`src/rtl/truth_table_pkg.sv`:
```
// Shared types and helpers for the truth-table sweeper.
package truth_table_pkg;

  typedef enum logic [1:0] {
    IDLE,
    SWEEP,
    DONE
  } state_t;

  localparam int unsigned MAX_N_IN = 8;

  function automatic int unsigned rows_f(input int unsigned n);
    return 32'd1 << n;
  endfunction

endpackage

```
`src/rtl/truth_table_sweeper_lut_mux.sv`:
```
// ROWS:1 single-bit select out of a truth-table vector.
module lut_mux #(
  parameter int unsigned ROWS  = 16,
  parameter int unsigned SEL_W = (ROWS > 1) ? $clog2(ROWS) : 1
) (
  input  logic [ROWS-1:0]  table_bits,
  input  logic [SEL_W-1:0] sel,
  output logic             bit_out
);

  always_comb begin
    bit_out = table_bits[sel];
  end

endmodule

```
`src/rtl/truth_table_sweeper.sv`:
```
// Programmable N_IN-input boolean function; sweeps all input rows on start.
// Define TRUTH_TABLE_MINTERM_ONLY_EN to present only the true rows during a sweep.
module truth_table_sweeper
  import truth_table_pkg::*;
#(
  parameter int unsigned N_IN = 4,
  parameter int unsigned ROWS = rows_f(N_IN)
) (
  input  logic            clk,
  input  logic            rst_n,
  input  logic            load_valid,
  input  logic [ROWS-1:0] load_data,
  output logic            load_ready,
  input  logic            start,
  output logic            busy,
  output logic            out_valid,
  input  logic            out_ready,
  output logic [N_IN-1:0] out_vec,
  output logic            out_s,
  output logic            done,
  output logic [N_IN:0]   ones_count,
  input  logic [N_IN-1:0] eval_in,
  output logic            eval_s
);

  localparam logic [N_IN:0]   LAST    = (N_IN+1)'(ROWS - 1);
  localparam logic [N_IN:0]   CNT_ONE = (N_IN+1)'(1);
  localparam logic [N_IN-1:0] IDX_ONE = N_IN'(1);

  state_t          state;
  logic [ROWS-1:0] lut;
  logic [N_IN:0]   counter;
  logic            loaded;

  logic handshake;
  logic advance;
  logic next_row_valid;
  logic first_row_valid;

  assign load_ready = (state == IDLE);
  assign out_vec    = counter[N_IN-1:0];

  lut_mux #(.ROWS(ROWS), .SEL_W(N_IN)) u_row_mux (
    .table_bits (lut),
    .sel        (counter[N_IN-1:0]),
    .bit_out    (out_s)
  );

  lut_mux #(.ROWS(ROWS), .SEL_W(N_IN)) u_eval_mux (
    .table_bits (lut),
    .sel        (eval_in),
    .bit_out    (eval_s)
  );

  always_comb begin
    handshake = out_valid && out_ready;
`ifdef TRUTH_TABLE_MINTERM_ONLY_EN
    // false rows have out_valid low and step forward without a handshake
    advance         = handshake || !out_valid;
    next_row_valid  = lut[counter[N_IN-1:0] + IDX_ONE];
    first_row_valid = load_valid ? load_data[0] : lut[0];
`else
    advance         = handshake;
    next_row_valid  = 1'b1;
    first_row_valid = 1'b1;
`endif
  end

  always_ff @(posedge clk or negedge rst_n) begin
    if (!rst_n) begin
      state      <= IDLE;
      lut        <= '0;
      counter    <= '0;
      ones_count <= '0;
      out_valid  <= 1'b0;
      busy       <= 1'b0;
      done       <= 1'b0;
      loaded     <= 1'b0;
    end else begin
      case (state)
        IDLE: begin
          if (load_valid) begin
            lut    <= load_data;
            loaded <= 1'b1;
          end
          if (start && (loaded || load_valid)) begin
            counter    <= '0;
            ones_count <= '0;
            busy       <= 1'b1;
            out_valid  <= first_row_valid;
            state      <= SWEEP;
          end
        end
        SWEEP: begin
          if (handshake) begin
            ones_count <= ones_count + (N_IN+1)'(out_s);
          end
          if (advance) begin
            if (counter == LAST) begin
              state     <= DONE;
              busy      <= 1'b0;
              out_valid <= 1'b0;
              done      <= 1'b1;
            end else begin
              counter   <= counter + CNT_ONE;
              out_valid <= next_row_valid;
            end
          end
        end
        DONE: begin
          done  <= 1'b0;
          state <= IDLE;
        end
        default: state <= IDLE;
      endcase
    end
  end

endmodule

```
`config.mk`:
```
export PLATFORM = sky130hd
export DESIGN_NAME = truth_table_sweeper
export DESIGN_NICKNAME = d
export VERILOG_FILES = /design/src/rtl/truth_table_pkg.sv /design/src/rtl/truth_table_sweeper_lut_mux.sv /design/src/rtl/truth_table_sweeper.sv
export SDC_FILE = /design/constraint.sdc
export NUM_CORES = 1
export LEC_CHECK = 0
export BUFFER_PORTS_ARGS = -buffer_cell sky130_fd_sc_hd__buf_2
export CAP_MARGIN = 20
export CELL_PAD_IN_SITES_DETAIL_PLACEMENT = 0
export CELL_PAD_IN_SITES_GLOBAL_PLACEMENT = 1
export CORE_ASPECT_RATIO = 1.25
export CORE_MARGIN = 5
export CORE_UTILIZATION = 48
export CTS_BUF_LIST = sky130_fd_sc_hd__clkbuf_8
export DETAILED_ROUTE_END_ITERATION = 16
export PLACE_DENSITY_LB_ADDON = 0.1
export SYNTH_ARGS = -nofsm -noshare
export SYNTH_HDL_FRONTEND = slang
export SYNTH_SLANG_ARGS = --single-unit
export TNS_END_PERCENT = 10
```
`constraint.sdc`:
```
create_clock -name clk -period 5.4 [get_ports clk]
set_input_delay 1.08 -clock clk [delete_from_list [all_inputs] [get_ports clk]]
set_output_delay 1.08 -clock clk [all_outputs]
set_load 0.005 [all_outputs]
```
# Word level (Yosys, flattened, before mapping)
# Index checks and enable logic that the tools add are counted.
[word_totals] in_bits=25 wordCells=55 register_bits=32
[op_classes] order_cmp=2 n_reduce_logical=12 addsub=2 eq_ne=7 muxes=24
[op_table] op="$mux 5" n=4
[op_table] op="$pmux 5 s2" n=2
[op_table] op="$lt 4x5->1 const B" n=2
[op_table] op="$mux 1" n=9
[op_table] op="$reduce_and 3->1" n=3
[op_table] op="$bmux 1 s4" n=2
[op_table] op="$reduce_and 4->1" n=2
[op_table] op="$mux 2" n=3
[op_table] op="$ne 2x2->1 const B" n=3
[op_table] op="$pmux 1 s2" n=3
[op_table] op="$add 5x1->5" n=1
[op_table] op="$add 5x1->5 const B" n=1
[op_table] op="$eq 5x4->1 const B" n=1
[op_table] op="$pmux 2 s2" n=1
[op_table] op="$reduce_bool 2->1" n=2
[op_table] op="$eq 2x1->1 const B" n=1
[op_table] op="$eq 2x2->1 const B" n=1
[op_table] op="$logic_and 1x1->1" n=2
[op_table] op="$logic_not 2->1" n=1
[op_table] op="$ne 2x1->1 const B" n=1
[op_table] op="$reduce_and 2->1" n=1
[op_table] op="$logic_or 1x1->1" n=1

# Logic depth before layout (Yosys ltp)
# Gate-level depths: netlist (run 1).
[logic_depth] ltp_word=5 ltp_mapped=10

# Modules after synthesis
# From an unflattened synthesis (run 1), not the netlist that was laid out.
[hier_totals] cells_unflattened=130 area_unflattened_um2=1750.4
[by_module_without_submodules] module="truth_table_sweeper" cells_each=116 area_per_inst_um2=1480.2 instances=1 seq_area_each_um2=800.8
[by_module_without_submodules] module="lut_mux" cells_each=7 area_per_inst_um2=135.1 instances=2 seq_area_each_um2=0.0

# Least setup slack after synthesis (run 1)
# No wires, ideal clock.
[synth_path] path_type="input to output" start="in eval_in[0]" end="out eval_s" path_buffers=0 arrival_time_ps=1980 path_slack_ps=2340 cell_stages=4 path_cell_list="mux4_1 > nor2b_1 > a211oi_1 > a21oi_1"
[synth_via] elab_chain_len=2
[synth_lines] element="from (decl)" line_no="truth_table_sweeper.sv:22" text="input logic [N_IN-1:0] eval_in,"
[synth_lines] element="$bmux 1 s4" line_no="truth_table_sweeper_lut_mux.sv:12" text="bit_out = table_bits[sel];"
[synth_lines] element="$mux 1 (implied by the code)" line_no="truth_table_sweeper_lut_mux.sv:12"
[synth_lines] element="to (decl)" line_no="truth_table_sweeper.sv:23" text="output logic eval_s"
# Every way passes these cells. The select of a mux whose other input is x is not followed.

# Final worst setup path (run 1)
# Ends and elaborated chain as after synthesis.

==> qor.txt, run 1 <==
Total gr overflow: 0
Beginning of the worst hold path: loaded$_DFFE_PN0P_
Max VDD drop: 282.0 µV
Cell leakage power: 0.9619 nW
DR pass1 iterations: 4
Number of routed nets with antenna violations: 0
Synth unique cells: 38
Pin count of the biggest net entering global routing: 33
Final Cycle Share: 62.91%
Worst-skew pair later-pin latency: 0.28 ns
Post-DP HPWL: 2.669 mm
Setup TNS: 0 ns
Area growth syn-to-layout: 15.18%
Final Setup Violations: 0
Slowest cell delay on critical path: 0.56 ns
Hold Crit Class: flip-flop to flip-flop
Vias per inst: 5.712
Final GP Congestion: 0.7757
Final Util: 56.68%
Post-CTS Resized: 0
Global-route wire length before repair: 6.051 mm
CTS tree: yes
Syn avg cell area: 13.09 µm²
Worst Tran Pin Value: 0.9236 ns
Ant diodes: 0
Fin Clk Skew: 0.002261 ns
H-Tree Depth: 2
Buf/Inv on CP: 2
Adder-cell area share of the yosys netlist: 2.920%
Slowest stage cell, crit path: mux4_1
Final Critical Period: 3.397 ns
Grt met2 use: 26.83%
I/O pin total: 40
Outcome: finished clean
Starting DRC count in detailed routing: 53
Syn. warnings: 0
Syn Std Cell Area: 1714 µm²
Clk pin slew, worst setup/hold paths: 0.06 ns
Die ar.: 4874 µm²
Syn_nets: 160
Most Used Layer, Global Route: met2
Sequential element share of the synthesized area: 46.72%
Layout cells sized above 1: 36.69%
Fillers: 296
WL/cell: 16.61 µm
Max Slew Vio Count: 0
CTS hold repair buffers: 0
CP Cell Sequence: buf_2 > mux4_1 > nor2b_1 > a211oi_1 > a21oi_1 > buf_2
Number of cell rows: 24
Worst r2r path cells: 9
Vias in the first global route: 1255
Clk Tree Root Cell: clkbuf_8
Proportion of synthesized area in mux cells: 26.28%
Crit. End Element: output port
Worst hold path cell count: 1
Total GRT Usage: 15.71%
Maxcap violations: 0
Core ar.: 3483 µm²
Slew headroom: 38.43%
Final WL: 3.455 mm
Reg2reg setup slack: 2.98 ns
Compound-Gate Fraction of Synth Area: 8.029%
Worst path most repeated cell: buf_2
Cts bufs inserted: 5
Met3 usage: 4.825%
Kind of critical path: input port to output port
Final Hold Viols: 0
RSZ-0062 raised after global routing: false
Die Height: 76.82 µm
Worst-path fanout max: 4
Seq cells post-synth: 32
Vias: 1188
Setup Fix Bufs, Post-CTS: 0
Fin nets: 197
Reg area: 800.8 µm²
Pwr/cell area: 508.7 nW/µm²
Overall die width: 63.45 µm
Syn Inst Count: 131
Critical path required time: 4.32 ns
Most common cell after layout, fill and taps aside: buf_2
Largest family of logic cells by synthesized area: multiplexers
R2R Path End: ones_count[4]$_DFFE_PN0P_
Multi-input combinational cell area: 828.3 µm²
Met1 GRT Util: 18.03%
Cell family with most CP delay: multiplexers
Clock Tree Buf Depth: 2
Crit path launch type: input port
Port Buffers: 39
Most frequent cells in the layout: buf_2 (39), dfrtp_1 (32), mux2_4 (9), nor2_1 (8), mux2_1 (7)
R2R Path Start: counter[0]$_DFFE_PN0P_
Synthesized-area fraction occupied by xor and xnor cells: 1.022%
Worst Hold End: loaded$_DFFE_PN0P_
# DRC: 0
Initial core utilization: 49.21%
Fmax: 294.4 MHz
Synth Area in Simple Gates: 10.07%
CTS sink count: 32
Antenna violations before repair: 0
CP arrival: 2.32 ns
==> metrics by stage <==
stage / power (mW) / cell area (µm²) / setup slack, ns / cells / hold slack, ns
floorplan: 0.7279 / 1714 / 2.340 / 131 / 0.4343
global route: 1.089 / 1974 / 1.877 / 208 / 0.4974
CTS: 1.021 / 1974 / 1.995 / 208 / 0.4744
detailed placement: 0.8348 / 1884 / 1.995 / 200 / 0.4563
global placement: 0.8235 / 1884 / 2.067 / 200 / 0.4492
finish: 1.004 / 1974 / 2.003 / 208 / 0.4757
==> power breakdown <==
part	switching [mW]	leakage (nW)	total (mW)	internal (mW)
sequential	0.108	0.390	0.446	0.338
combinational	0.139	0.518	0.377	0.238
clock	0.0818	0.0538	0.182	0.100
total	0.328	0.962	1.00	0.676
==> cell usage after synthesis <==
cell type | count | area [µm²]
buf_4 | 4 | 30.03
nor2b_4 | 1 | 13.76
nor2b_1 | 2 | 12.51
and2_1 | 2 | 12.51
and3_1 | 1 | 6.260
xor2_1 | 2 | 17.52
nor3_1 | 1 | 5.000
buf_2 | 2 | 10.01
o31ai_1 | 1 | 7.510
o21a_1 | 1 | 7.510
nand3_1 | 1 | 5.000
mux2_4 | 9 | 135.1
o32a_1 | 1 | 10.01
a211oi_1 | 1 | 7.510
a22o_1 | 1 | 8.760
or2_1 | 1 | 6.260
o21ai_1 | 5 | 25.02
nand2_1 | 6 | 22.52
o21ai_0 | 5 | 25.02
nand2b_1 | 2 | 12.51
nand4b_1 | 2 | 17.52
dfrtp_1 | 32 | 800.8
a211oi_2 | 1 | 12.51
mux4_2 | 4 | 90.09
nor2_2 | 1 | 6.260
nor2_1 | 8 | 30.03
mux4_1 | 4 | 105.1
a21oi_1 | 4 | 20.02
mux2_2 | 1 | 11.26
and4b_1 | 1 | 10.01
mux2i_1 | 3 | 30.03
buf_6 | 3 | 33.78
a21o_1 | 1 | 7.510
nand4_1 | 2 | 12.51
o22ai_1 | 1 | 6.260
ha_1 | 4 | 50.05
inv_1 | 3 | 11.26
mux2_1 | 7 | 78.83
==> worst register-to-register path: cells and delay by family (launching register included) <==
kind	cells	cell delay (ns)
flip-flops	1	0.56
multiplexers	1	0.56
adder cells (fa/ha/maj)	2	0.46
AND/OR/NAND/NOR	3	0.30
AO/OA/AOI/OAI	2	0.28
XOR/XNOR	1	0.14
==> logic make-up after synthesis <==
group / count (synthesis)
AO/OA/AOI/OAI: 22
multiplexers: 28
adder cells (fa/ha/maj): 4
AND/OR/NAND/NOR: 31
XOR/XNOR: 2
flip-flops: 32
buffers and inverters: 12
==> final cells by class <==
class | instances | area share (%)
Clock buffer | 6 | 4.183
Sequential cell | 32 | 40.56
Timing Repair Buffer | 39 | 9.886
Clock inverter | 2 | 0.3802
Multi-Input combinational cell | 87 | 41.95
Tap cell | 39 | 2.471
Inverter | 3 | 0.5703
==> routing by layer <==
metal	wire (µm)	part of all wire [%]
met4	64	1.9
met3	166	4.8
met5	0	0
met2	1796	52
met1	1427	41
==> flip-flops by register name, indices dropped and copies added (netlist names) <==
signal	cells
busy	1
counter	5
done	1
loaded	1
lut	16
ones_count	5
out_valid	1
state	2
==> worst max-delay path by stage <==
stage	startpoint	end	slack, ns	depth (start not counted)
final	eval_in[0]	eval_s	2.00	6
after global routing	eval_in[0]	eval_s	1.88	6
after CTS	eval_in[0]	eval_s	2.00	6
after detailed placement	eval_in[0]	eval_s	1.99	6
after global placement	eval_in[0]	eval_s	2.07	6
after floorplan	eval_in[0]	eval_s	2.34	4
(Power assumes the default switching activity.)
==> inputs of run 2 (changes only) <==
--- a/config.mk
+++ b/config.mk
@@ -11,7 +11,7 @@
 export CELL_PAD_IN_SITES_GLOBAL_PLACEMENT = 1
 export CORE_ASPECT_RATIO = 1.25
 export CORE_MARGIN = 5
-export CORE_UTILIZATION = 48
+export CORE_UTILIZATION = 40
 export CTS_BUF_LIST = sky130_fd_sc_hd__clkbuf_8
 export DETAILED_ROUTE_END_ITERATION = 16
 export PLACE_DENSITY_LB_ADDON = 0.1
==> constraint.sdc (replaced) <==
create_clock -name clk -period 3.1 [get_ports clk]
set_input_delay 0.62 -clock clk [delete_from_list [all_inputs] [get_ports clk]]
set_output_delay 0.62 -clock clk [all_outputs]
set_load 0.005 [all_outputs]
==> run 2 against run 1 <==
Compared with the run above:
- sequential share of layout area down 0.56 points
- critical endpoint is now out_s
- largest power group unchanged
- register-to-register slack worse by 2.3 ns
- largest cell class unchanged
- clock skew is essentially flat
- die area up 17%
==> qor.txt, run 2 (same netlist as run 1, synthesis figures left out) <==
Outcome: finished clean
Max reg flops: 16 (unchanged)
Ant diodes: 0 (unchanged)
Post-DP HPWL: 2.755 mm (+3.2%)
Critical path required time: 2.48 ns (-1.84 ns)
Most frequent cells in the layout: buf_2 (39), dfrtp_1 (32), mux2_4 (9), nor2_1 (8)
Maxcap violations: 0 (unchanged)
Core ar.: 4131 µm² (+19%)
Area growth syn-to-layout: 16.79%
Pin count of the biggest net entering global routing: 33 (unchanged)
CP arrival: 1.95 ns (-0.37 ns)
Fin Clk Skew: 0.002293 ns (+0.00003167 ns)
Clk Tree Root Cell: clkbuf_8
Final Critical Period: 2.566 ns
Fmax: 389.6 MHz
Worst Tran Pin Value: 0.9134 ns (-0.01021 ns)
Max Slew Vio Count: 0 (unchanged)
I/O pin total: 40 (unchanged)
Total gr overflow: 0 (unchanged)
Worst-skew pair later-pin latency: 0.28 ns (about the same)
Vias per inst: 5.393 (-5.6%)
Final Cycle Share: 82.79%
Slew headroom: 39.11% (+0.68 points)
Max VDD drop: 380.9 µV (+35%)
Final Setup Violations: 0 (unchanged)
CTS sink count: 32 (unchanged)
Setup TNS: 0 ns (unchanged)
RSZ-0062 raised after global routing: false
Die ar.: 5703 µm² (+17%)
R2R Path Start: counter[0]$_DFFE_PN0P_
Hold Crit Class: input port to async pin
Setup Fix Bufs, Post-CTS: 0 (unchanged)
Port Buffers: 39 (unchanged)
Worst-path fanout max: 8 (+4)
Crit. End Element: output port
Final Hold Viols: 0 (unchanged)
WL/cell: 16.32 µm (-1.8%)
DR pass1 iterations: 4 (unchanged)
Cell leakage power: 0.9584 nW (-0.36%)
Fin nets: 197 (unchanged)
Vias in the first global route: 1274 (+1.5%)
Most common cell after layout, fill and taps aside: buf_2
Layout cells sized above 1: 37.50% (+0.81 points)
Number of routed nets with antenna violations: 0 (unchanged)
Crit. Startpoint: counter[0]$_DFFE_PN0P_
Final GP Congestion: 0.8080 (+4.2%)
Post-Layout Inst Area: 2002 µm² (+1.4%)
Final WL: 3.655 mm (+5.8%)
CTS tree: yes
Area after DPL: 1906 µm² (+1.1%)
# DRC: 0 (unchanged)
Top reg by flops: lut
H-Tree Depth: 2 (unchanged)
Global-route wire length before repair: 6.003 mm (-0.79%)
Number of cell rows: 26 (+8.3%)
Overall die width: 68.55 µm (+8.0%)
Clk pin slew, worst setup/hold paths: 0.06 ns (about the same)
Post-CTS Resized: 0 (unchanged)
Kind of critical path: flip-flop to output port
Starting DRC count in detailed routing: 40 (-25%)
CTS hold repair buffers: 0 (unchanged)
Antenna violations before repair: 0 (unchanged)
Regs by FF count: lut (16), counter (5), ones_count (5)
Initial core utilization: 41.49% (-7.7 points)
Clock Tree Buf Depth: 2 (unchanged)
Pwr/cell area: 893.2 nW/µm² (+76%)
Total GRT Usage: 13.96% (-1.7 points)
Die Height: 83.19 µm (+8.3%)
Crit path launch type: flip-flop
Cts bufs inserted: 5 (unchanged)
Final Power: 1.788 mW (+78%)
Vias: 1208 (+1.7%)
[run 2: worst max-delay path, stage by stage, from the launching register on]
cell	delay [ns]
dfrtp_1	0.56
mux4_2	0.55
nor2b_4	0.14
a211oi_2	0.19
a21oi_1	0.08
buf_2	0.15
[run 2: through the flow]
stage	util (%)	instances	worst slack, ns	hold slack (ns)
3_5_place_dp	46.12	217	0.6396	0.4580
2_1_floorplan	-	131	0.9095	0.3244
4_1_cts	48.46	224	0.4998	0.4187
6_report	48.46	224	0.5336	0.4029
5_1_grt	48.46	224	0.3880	0.4658
3_3_place_gp	46.12	217	0.6754	0.4482
[run 2: layout make-up]
class | instances | area, µm²
clock buffers | 7 | 96.34
fillers | 397 | 2130
inverters | 3 | 11.26
multi-input cells | 87 | 828.3
flip-flops and latches | 32 | 800.8
well taps | 56 | 70.07
repair buffers | 39 | 195.2
[run 2: final timing paths]
kind	endpoint	slack, ns	cells after the start
worst min-delay path	lut[8]$_DFFE_PN0P_	0.40	1
min in group clk	loaded$_DFFE_PN0P_	0.47	1
worst min register to register	loaded$_DFFE_PN0P_	0.47	1
max in group asynchronous	counter[1]$_DFFE_PN0P_	2.23	1
worst max register to register	ones_count[4]$_DFFE_PN0P_	0.70	9
worst max-delay path	out_s	0.53	5
[run 2: where the power goes]
| group | internal [mW] | total [mW] | switching, mW |
|---|---|---|---|
| clock network | 0.197 | 0.341 | 0.143 |
| registers | 0.590 | 0.786 | 0.197 |
| logic | 0.414 | 0.661 | 0.247 |
[run 2: layer usage]
layer | track usage, % | wire length (µm) | up-vias
met5 | 0 | 0 | -
met4 | 6.148 | 53 | 0
met3 | 5.000 | 227 | 7
met2 | 22.85 | 1930 | 35
met1 | 15.76 | 1444 | 612
li1 | - | - | 554
